===== src/rtl/param_stack_unit.sv =====
// Parametrised data stack: top/second taps, occupancy count, compound ops, sticky error flags.
// Optional macro PARAM_STACK_WRAP_EN turns storage into a circular buffer that overwrites the oldest entry when full.
module param_stack_unit #(
   parameter int WIDTH = 16,
   parameter int DEPTH = 16
) (
   input  logic                             CLK,
   input  logic                             reset,
   input  logic [2:0]                       stackOP,
   input  logic [WIDTH-1:0]                 writeData,
   output logic [WIDTH-1:0]                 top,
   output logic [WIDTH-1:0]                 second,
   output logic [$clog2(DEPTH+1)-1:0]       count,
   output logic                             empty,
   output logic                             full,
   output logic                             overflow,
   output logic                             underflow,
   output logic                             opError
);

   localparam int CNT_W = $clog2(DEPTH + 1);
   localparam int PTR_W = $clog2(DEPTH);

`ifdef PARAM_STACK_WRAP_EN
   localparam bit WRAP_EN = 1'b1;
`else
   localparam bit WRAP_EN = 1'b0;
`endif

   typedef enum logic [2:0] {
      OP_NOP       = 3'b000,
      OP_PUSH      = 3'b001,
      OP_POP       = 3'b010,
      OP_REPLACE   = 3'b011,
      OP_POP2_PUSH = 3'b100,
      OP_SWAP      = 3'b101,
      OP_DUP       = 3'b110,
      OP_CLEAR     = 3'b111
   } op_e;

   // Pointers move modulo DEPTH so the array index never leaves range, even for non-power-of-two depths.
   function automatic logic [PTR_W-1:0] ptr_inc(input logic [PTR_W-1:0] p);
      ptr_inc = (p == PTR_W'(DEPTH - 1)) ? PTR_W'(0) : p + PTR_W'(1);
   endfunction

   function automatic logic [PTR_W-1:0] ptr_dec(input logic [PTR_W-1:0] p);
      ptr_dec = (p == PTR_W'(0)) ? PTR_W'(DEPTH - 1) : p - PTR_W'(1);
   endfunction

   logic [WIDTH-1:0] mem_r [DEPTH];
   logic [PTR_W-1:0] top_ptr_r;
   logic [CNT_W-1:0] count_r;
   logic             overflow_r;
   logic             underflow_r;
   logic             op_error_r;

   logic [PTR_W-1:0] sec_ptr_s;
   logic [WIDTH-1:0] top_raw_s;
   logic [WIDTH-1:0] sec_raw_s;
   logic             empty_s;
   logic             full_s;
   logic             two_s;

   logic [CNT_W-1:0] cnt_nxt_s;
   logic [PTR_W-1:0] ptr_nxt_s;
   logic             we_a_s;
   logic [PTR_W-1:0] wa_a_s;
   logic [WIDTH-1:0] wd_a_s;
   logic             we_b_s;
   logic [PTR_W-1:0] wa_b_s;
   logic [WIDTH-1:0] wd_b_s;
   logic             reject_s;
   logic             set_ovf_s;
   logic             set_unf_s;
   logic             clear_s;

   assign sec_ptr_s = ptr_dec(top_ptr_r);
   assign top_raw_s = mem_r[top_ptr_r];
   assign sec_raw_s = mem_r[sec_ptr_s];
   assign empty_s   = (count_r == CNT_W'(0));
   assign full_s    = (count_r == CNT_W'(DEPTH));
   assign two_s     = (count_r >= CNT_W'(2));

   // Decode the op against the current occupancy into count/pointer updates, writes and error flags.
   always_comb begin
      cnt_nxt_s = count_r;
      ptr_nxt_s = top_ptr_r;
      we_a_s    = 1'b0;
      wa_a_s    = top_ptr_r;
      wd_a_s    = writeData;
      we_b_s    = 1'b0;
      wa_b_s    = sec_ptr_s;
      wd_b_s    = top_raw_s;
      reject_s  = 1'b0;
      set_ovf_s = 1'b0;
      set_unf_s = 1'b0;
      clear_s   = 1'b0;
      case (op_e'(stackOP))
         OP_NOP: begin
            cnt_nxt_s = count_r;
         end
         OP_PUSH, OP_DUP: begin
            if ((op_e'(stackOP) == OP_DUP) && empty_s) begin
               reject_s  = 1'b1;
               set_unf_s = 1'b1;
            end else if (full_s && !WRAP_EN) begin
               reject_s  = 1'b1;
               set_ovf_s = 1'b1;
            end else begin
               // In wrap mode a full push lands on the oldest slot, so count saturates at DEPTH.
               ptr_nxt_s = ptr_inc(top_ptr_r);
               we_a_s    = 1'b1;
               wa_a_s    = ptr_inc(top_ptr_r);
               wd_a_s    = (op_e'(stackOP) == OP_DUP) ? top_raw_s : writeData;
               cnt_nxt_s = full_s ? count_r : count_r + CNT_W'(1);
            end
         end
         OP_POP: begin
            if (empty_s) begin
               reject_s  = 1'b1;
               set_unf_s = 1'b1;
            end else begin
               ptr_nxt_s = sec_ptr_s;
               cnt_nxt_s = count_r - CNT_W'(1);
            end
         end
         OP_REPLACE: begin
            if (empty_s) begin
               reject_s  = 1'b1;
               set_unf_s = 1'b1;
            end else begin
               we_a_s = 1'b1;
            end
         end
         OP_POP2_PUSH: begin
            if (!two_s) begin
               reject_s  = 1'b1;
               set_unf_s = 1'b1;
            end else begin
               ptr_nxt_s = sec_ptr_s;
               we_a_s    = 1'b1;
               wa_a_s    = sec_ptr_s;
               cnt_nxt_s = count_r - CNT_W'(1);
            end
         end
         OP_SWAP: begin
            if (!two_s) begin
               reject_s  = 1'b1;
               set_unf_s = 1'b1;
            end else begin
               we_a_s = 1'b1;
               wd_a_s = sec_raw_s;
               we_b_s = 1'b1;
            end
         end
         OP_CLEAR: begin
            cnt_nxt_s = CNT_W'(0);
            clear_s   = 1'b1;
         end
         default: begin
            cnt_nxt_s = count_r;
         end
      endcase
   end

   // Control state: occupancy, top pointer, sticky flags and the one-cycle error pulse.
   always_ff @(posedge CLK) begin
      if (reset) begin
         count_r     <= CNT_W'(0);
         top_ptr_r   <= PTR_W'(0);
         overflow_r  <= 1'b0;
         underflow_r <= 1'b0;
         op_error_r  <= 1'b0;
      end else begin
         count_r     <= cnt_nxt_s;
         top_ptr_r   <= ptr_nxt_s;
         overflow_r  <= clear_s ? 1'b0 : (overflow_r | set_ovf_s);
         underflow_r <= clear_s ? 1'b0 : (underflow_r | set_unf_s);
         op_error_r  <= reject_s;
      end
   end

   // Storage writes; contents are left alone during reset since outputs are masked by count.
   always_ff @(posedge CLK) begin
      if (!reset) begin
         if (we_a_s) begin
            mem_r[wa_a_s] <= wd_a_s;
         end
         if (we_b_s) begin
            mem_r[wa_b_s] <= wd_b_s;
         end
      end
   end

   assign top       = empty_s ? WIDTH'(0) : top_raw_s;
   assign second    = two_s ? sec_raw_s : WIDTH'(0);
   assign count     = count_r;
   assign empty     = empty_s;
   assign full      = full_s;
   assign overflow  = overflow_r;
   assign underflow = underflow_r;
   assign opError   = op_error_r;

endmodule


===== config.mk =====
export PLATFORM = sky130hd
export DESIGN_NAME = param_stack_unit
export DESIGN_NICKNAME = d
export VERILOG_FILES = /design/src/rtl/param_stack_unit.sv
export SDC_FILE = /design/constraint.sdc
export NUM_CORES = 1
export LEC_CHECK = 0
export BUFFER_PORTS_ARGS = -buffer_cell sky130_fd_sc_hd__buf_2
export CAP_MARGIN = 20
export CORE_MARGIN = 2
export CORE_UTILIZATION = 55
export DETAILED_ROUTE_END_ITERATION = 16
export PLACE_DENSITY = 0.68
export SLEW_MARGIN = 15
export SYNTH_ARGS = -nofsm -noshare
export SYNTH_HDL_FRONTEND = slang
export SYNTH_SLANG_ARGS = --single-unit

===== constraint.sdc =====
create_clock -name CLK -period 5.3 [get_ports CLK]
set_input_delay 0 -clock CLK [delete_from_list [all_inputs] [get_ports CLK]]
set_output_delay 0 -clock CLK [all_outputs]
set_load 0.01 [all_outputs]

==> metrics.txt, run 1 <==
Worst Skew=0.0269 ns; sequential power share=36.1%; # fillers=2,435; crit share post-route=90.3%; placer congestion estimate=1.01; final slew viol count=0; first-pass GRT wire length=93.5 mm; Rel. slew slack=20.3%; Total GRT Usage=38.3%; actual slew at the worst max-slew pin=1.19 ns; P_int=0.00453 W; Post-synth EDFFs=256; RSZ-0062 raised after global routing=false; max-cap violations=0; # rows=64; share of cells above drive strength 1=20.8%; wire length per cell=32.3 um; CP Buf/Inv Count=2; latest clock arrival within the worst-skew pair=0.60 ns; crit path kind=reg -> out; data required time at the worst endpoint=5.30 ns; CP delay by family, top=compound AO/OA/AOI/OAI gates; Achievable Freq=209 MHz; postcts setup bufs=0; antenna-violating nets left=0; GRT overflow=0; Final WS setup=0.515 ns; Gate power share=35.4%; Sw Ratio=37.0%; ys async rst share=0%; Final Instance Count excl. Fillers=1,957; Clk pin slew, worst setup/hold paths=0.06 ns; Layout area overhead=11.6%; Starting Density=55.6%; status=complete, no violations; Port Buf Inserts=62; Finished Core Util=62.0%; Synth Cell Area=16,900 um^2; fin crit period=4.78 ns; final wirelength=63.2 mm; CTS H-Tree Depth=1; Unique masters post-synth=76; Hold Slack=0.0470 ns; Nets=1,568; Synth Register Bits=272; Vias=15,039; PD cells=380 nW/um^2; top_reg_cell synth=edfxtp_1; leakage=6.33 nW; clk buf depth=3; antenna violations before repair=0; IR Drop Worst-Case VDD=0.309 mV; post-synthesis average cell area=11.2 um^2; core area=30,400 um^2; via/cell ratio=7.68; type of the worst min-delay path=in -> reg; Net Switching=0.00265 W; Seq/Total Area, Yosys=47.3%; WP data arrival=4.78 ns; critical path capture point type=output port; vias in the first global route=14,534; Yosys warnings=0; CP peak stage delay=0.79 ns; Slowest-stage cell, CP=or3b_2; drt initial violations=2,538; Num Clock Sinks=272; DRC=0; largest net degree at the start of global routing=57; root buffer cell=clkbuf_16; antenna fix cells=0; CTS buffer count=30; Mapped Cells=1,508; CTS tree=done; die width=179 um; setup_tns=0 ns; CP Max Fanout=18; Clk network pwr share=28.4%; DIE AREA=32,200 um^2; I/O Pins=63; CP cell instances=inv_1 > ha_1 > or3b_2 > a21boi_4 > a222oi_1 > a311oi_1 > nand2_1 > nor2_1 > buf_2; Synth Net Count=1,539; Startpoint Class=flop; Die Y-Extent=179 um; Placed Instances=1,884; Setup-failing EPs final=0; Pre-antenna DRT Iters=6; R2R Setup Slk=0.67 ns; DP Wirelength=41.6 mm; pre-CTS setup slack=0.875 ns; Final Hold Viols=0
[Yosys cell counts, types with 5 or more instances]
library cell | count | area, um^2
a211oi_1 | 7 | 52.6
a21o_1 | 11 | 82.6
a21oi_1 | 55 | 275
a221o_1 | 8 | 80.1
a222oi_1 | 16 | 160
a22oi_1 | 176 | 1320
a31oi_1 | 19 | 119
a32oi_1 | 13 | 114
and2_1 | 8 | 50.1
and3_1 | 6 | 37.5
buf_1 | 7 | 26.3
buf_2 | 46 | 230
buf_4 | 6 | 45.0
clkbuf_1 | 97 | 364
dfxtp_1 | 16 | 320
edfxtp_1 | 256 | 7690
ha_1 | 9 | 113
inv_1 | 10 | 37.5
mux2_2 | 24 | 270
mux2i_1 | 82 | 821
mux4_2 | 77 | 1730
nand2_1 | 118 | 443
nand2b_1 | 10 | 62.6
nand3_1 | 53 | 265
nand3b_1 | 5 | 37.5
nor2_1 | 110 | 413
nor2b_1 | 6 | 37.5
nor3_1 | 10 | 50.1
nor3b_1 | 5 | 37.5
o21ai_0 | 104 | 521
o21ai_1 | 17 | 85.1
o22ai_1 | 34 | 213
[final cells by class]
type	instances	area [um^2]	share of cell area, %
Tap cell	396	495	2.62
Sequential cell	272	8020	42.5
Inverter	11	41.3	0.219
Timing Repair Buffer	157	1100	5.85
Clock inverter	15	139	0.736
Clock buffer	41	792	4.20
Multi-Input combinational cell	1065	8290	43.9
[tightest hold or removal path: cells and delay by family]
kind / cells / cell delay, ns
buffers and inverters: 1 / 0.22
AOI/OAI and AO/OA: 2 / 0.35
[worst paths after layout]
check,start,endpoint,cells past startpoint
worst min register to register,underflow$_SDFF_PP0_,underflow$_SDFF_PP0_,2
worst max register to register,top_ptr_r[1]$_SDFFE_PP0P_,mem_r[4][1]$_DFFE_PP_,10
worst max-delay path,top_ptr_r[1]$_SDFFE_PP0P_,second[5],9
worst min-delay path,stackOP[0],top_ptr_r[2]$_SDFFE_PP0P_,3
[flip-flops by register name (all words and copies together) (netlist names), named ones only]
register / cells
mem_r: 256
count: 5
top_ptr_r: 4
opError: 1
overflow: 1
underflow: 1
[placed cells by master, fill, tap and decap left out, types with 9 or more instances in the layout]
cell / instances
edfxtp_1: 256
a22oi_1: 176
nand2_1: 118
nor2_1: 108
o21ai_0: 87
mux2i_1: 82
mux4_2: 77
buf_4: 75
buf_2: 62
a21oi_1: 55
nand3_1: 53
o22ai_1: 34
clkbuf_16: 30
mux2_2: 24
a31oi_1: 18
o21ai_2: 17
o21ai_1: 17
dlygate4sd3_1: 17
a222oi_1: 16
a32oi_1: 13
a21o_1: 11
clkbuf_1: 11
dfxtp_1: 11
inv_1: 10
nand2b_1: 10
clkinv_1: 10
nor3_1: 9
[layer usage]
layer / up-vias / part of all wire [%] / track usage, %
met3: 245 / 16 / 12.2
met5: - / 0 / 0
li1: 6110 / - / -
met1: 7193 / 36 / 52.8
met4: 0 / 5.3 / 18.4
met2: 1491 / 42 / 55.2
[metrics by stage]
stage               cell area [um^2]  total power [W]
CTS                            18900          0.00706
global route                   18900          0.00737
floorplan                      16900          0.00420
detailed placement             17800          0.00505
finish                         18900          0.00718
global placement               17700          0.00501
[power by group through the flow]
stage | combinational, W | sequential (W) | clock [W]
floorplan | 0.00164 | 0.00255 | 0
global placement | 0.00237 | 0.00263 | 0
detailed placement | 0.00241 | 0.00264 | 0
CTS | 0.00244 | 0.00259 | 0.00203
global route | 0.00265 | 0.00260 | 0.00212
finish | 0.00255 | 0.00259 | 0.00204
[cells by family after synthesis]
family / share of synthesized area, %
multiplexers: 16.7
flip-flops: 47.3
AO/OA/AOI/OAI: 20.8
AND/OR/NAND/NOR: 9.75
XOR/XNOR: 0.207
buffers and inverters: 4.44
adder cells (fa/ha/maj): 0.784
[what timing repair did]
action,in CTS,in global routing
hold endpoints to repair,29,0
hold buffers,17,0
gates resized for setup,0,0
Note: power is estimated with default switching activity, not from simulation.
==> inputs of run 2 (changes only) <==
==> constraint.sdc (replaced) <==
create_clock -name CLK -period 5.6 [get_ports CLK]
set_input_delay 0 -clock CLK [delete_from_list [all_inputs] [get_ports CLK]]
set_output_delay 0 -clock CLK [all_outputs]
set_load 0.01 [all_outputs]
==> run 2 against run 1 <==
  * First-iteration DRC count up 3.8%
  * Final area hardly changed
  * Global-route usage is 0.66 points lower
  * Clock power about the same
  * Routed wire length decreased by 2.1%
  * Largest power group unchanged
  * Power is 4.7% lower
  * Critical path type unchanged
  * Die area unchanged
==> metrics.txt, run 2 (same netlist as run 1, synthesis figures left out) <==
# rows=64 (unchanged); final slew viol count=0 (unchanged); Hold Slack=0.0232 ns (-0.0237 ns); placer congestion estimate=0.949 (-5.6%); P_int=0.00436 W (-3.7%); Num Clock Sinks=272 (unchanged); Nets=1,563 (-0.32%); Total GRT Usage=37.7% (-0.66 points); Clk pin slew, worst setup/hold paths=0.06 ns (about the same); CP Max Fanout=17 (-1); Clk network pwr share=29.5% (+1.1 points); clk buf depth=3 (unchanged); commonest non-fill, non-tap cells in the layout=256 x edfxtp_1, 176 x a22oi_1, 118 x nand2_1, 108 x nor2_1, 88 x o21ai_0; Port Buf Inserts=62 (unchanged); latest clock arrival within the worst-skew pair=0.60 ns (about the same); setup_tns=0 ns (unchanged); actual slew at the worst max-slew pin=1.17 ns (-0.0168 ns); crit share post-route=88.3%; CTS buffer count=30 (unchanged); CP delay by family, top=simple AND/OR/NAND/NOR gates; GR peak layer=met2; met1 usage=52.4% (-0.39 points); die width=179 um (unchanged); register area=8020 um^2 (about the same); GRT overflow=0 (unchanged); Pre-antenna DRT Iters=7 (+1); DRC=0 (unchanged); pre-CTS setup slack=1.25 ns (+0.374 ns); DIE AREA=32,200 um^2 (unchanged); type of the worst min-delay path=in -> reg; root buffer cell=clkbuf_16; CP peak stage delay=0.84 ns (+0.05 ns); I/O Pins=63 (unchanged); Achievable Freq=202 MHz; combined area of the multi-input logic cells=8260 um^2 (-0.30%); CP Buf/Inv Count=2 (unchanged); Sw Ratio=36.3% (-0.64 points); RSZ-0062 raised after global routing=false; WP data arrival=4.94 ns (+0.16 ns); CP cell instances=inv_1 > ha_1 > or3b_2 > a21oi_2 > a22oi_1 > o2bb2ai_1 > nor3_1 > buf_2; drt initial violations=2,635 (+3.8%); Worst Skew=0.0234 ns (-0.00355 ns); Die Y-Extent=179 um (unchanged); # fillers=2,427 (-0.33%); via/cell ratio=7.68 (about the same); antenna violations before repair=0 (unchanged); Setup-failing EPs final=0 (unchanged); share of cells above drive strength 1=20.6% (-0.23 points); Net Switching=0.00249 W (-6.3%); wire length per cell=31.7 um (-1.8%); fin crit period=4.94 ns; Rel. slew slack=21.6% (+1.3 points); Gate power share=34.7% (-0.7 points); max reg flops=256 (unchanged); status=complete, no violations; CTS tree=done; leakage=6.33 nW (about the same); vias in the first global route=14,456 (-0.54%); DP Wirelength=40.9 mm (-1.7%); GR met3 Demand/Resource=11.9% (-0.28 points); Largest Register=mem_r; first-pass GRT wire length=92.1 mm (-1.4%); crit path kind=reg -> out; commonest non-fill, non-tap cell in the layout=edfxtp_1; max-cap violations=0 (unchanged); critical path capture point type=output port; Slowest-stage cell, CP=a21oi_2; Startpoint Class=flop; met2 usage=53.7% (-1.5 points); sequential power share=35.9% (-0.2 points); Final Hold Viols=0 (unchanged); antenna-violating nets left=0 (unchanged); core area=30,400 um^2 (unchanged); postcts setup bufs=0 (unchanged); Layout area overhead=11.5% (about the same); PD cells=363 nW/um^2 (-4.6%); IR Drop Worst-Case VDD=0.294 mV (-4.9%); Final WS setup=0.658 ns (+0.143 ns); Vias=14,992 (-0.31%); largest net degree at the start of global routing=57 (unchanged); final wirelength=61.9 mm (-2.1%); data required time at the worst endpoint=5.60 ns (+0.30 ns); CTS H-Tree Depth=1 (unchanged); Starting Density=55.6% (unchanged)
==> run 2: changes by cell type in the layout (fill, tap and decap cells not counted), moves of 2 or more <==
cell | before | now
clkbuf_1 | 11 | 7
clkinv_1 | 10 | 8
bufinv_16 | 2 | 4
clkinv_2 | 3 | 5
buf_4 | 75 | 70
o21ai_2 | 17 | 15
==> run 2: worst paths after layout <==
check                                  from                endpoint  slack (ns)  cells past startpoint
hold / removal                writeData[14]  mem_r[0][14]$_DFFE_PP_        0.02                      4
hold reg to reg        underflow$_SDFF_PP0_    underflow$_SDFF_PP0_        0.48                      2
setup reg to reg  top_ptr_r[1]$_SDFFE_PP0P_   mem_r[5][0]$_DFFE_PP_        0.96                      9
setup / recovery  top_ptr_r[1]$_SDFFE_PP0P_               second[0]        0.66                      8
==> run 2: layer usage <==
layer,vias to the layer above,wire length [um]
met1,7203,22300
met3,252,10100
met5,-,35
met4,2,3260
met2,1429,26200
li1,6106,-
==> run 2: per-stage QoR <==
| step | total power (W) | util (%) | std cells | cell area [um^2] |
|---|---|---|---|---|
| finish | 0.00684 | 62.0 | 1951 | 18900 |
| CTS | 0.00673 | 62.0 | 1949 | 18900 |
| global route | 0.00702 | 62.0 | 1950 | 18900 |
| floorplan | 0.00397 | - | 1508 | 16900 |
| detailed placement | 0.00474 | 58.2 | 1878 | 17700 |
| global placement | 0.00471 | 58.2 | 1878 | 17700 |
==> run 2: what timing repair did <==
action | 4_1_cts | 5_1_grt
hold buffers | 17 | 0
resized for setup | 0 | 0
endpoints found under the hold margin | 31 | 0
setup endpoints to repair | 0 | 0
==> run 2: layout make-up <==
class	instances	share of cell area, %
clock buffers	37	4.12
clock inverters	17	1.07
inverters	11	0.219
repair buffers	152	5.65
flip-flops and latches	272	42.5
well taps	396	2.63
multi-input cells	1065	43.8
diodes	1	0.0133
==> run 2: worst reg2reg max path: cells and delay by family, from the launching register on <==
| family | cells | cell delay [ns] |
|---|---|---|
| flops | 1 | 0.47 |
| simple gates | 2 | 1.18 |
| compound gates | 4 | 1.61 |
| fa+ha+maj | 1 | 0.56 |
| buf+inv | 2 | 0.51 |
==> run 2: power groups by stage <==
stage                     combinational, W  clock (W)  sequential (W)
after global placement             0.00222          0         0.00249
after detailed placement           0.00225          0         0.00249
after global routing               0.00248    0.00208         0.00246
after floorplan                    0.00155          0         0.00242
after CTS                          0.00227    0.00200         0.00245
final                              0.00237    0.00202         0.00245
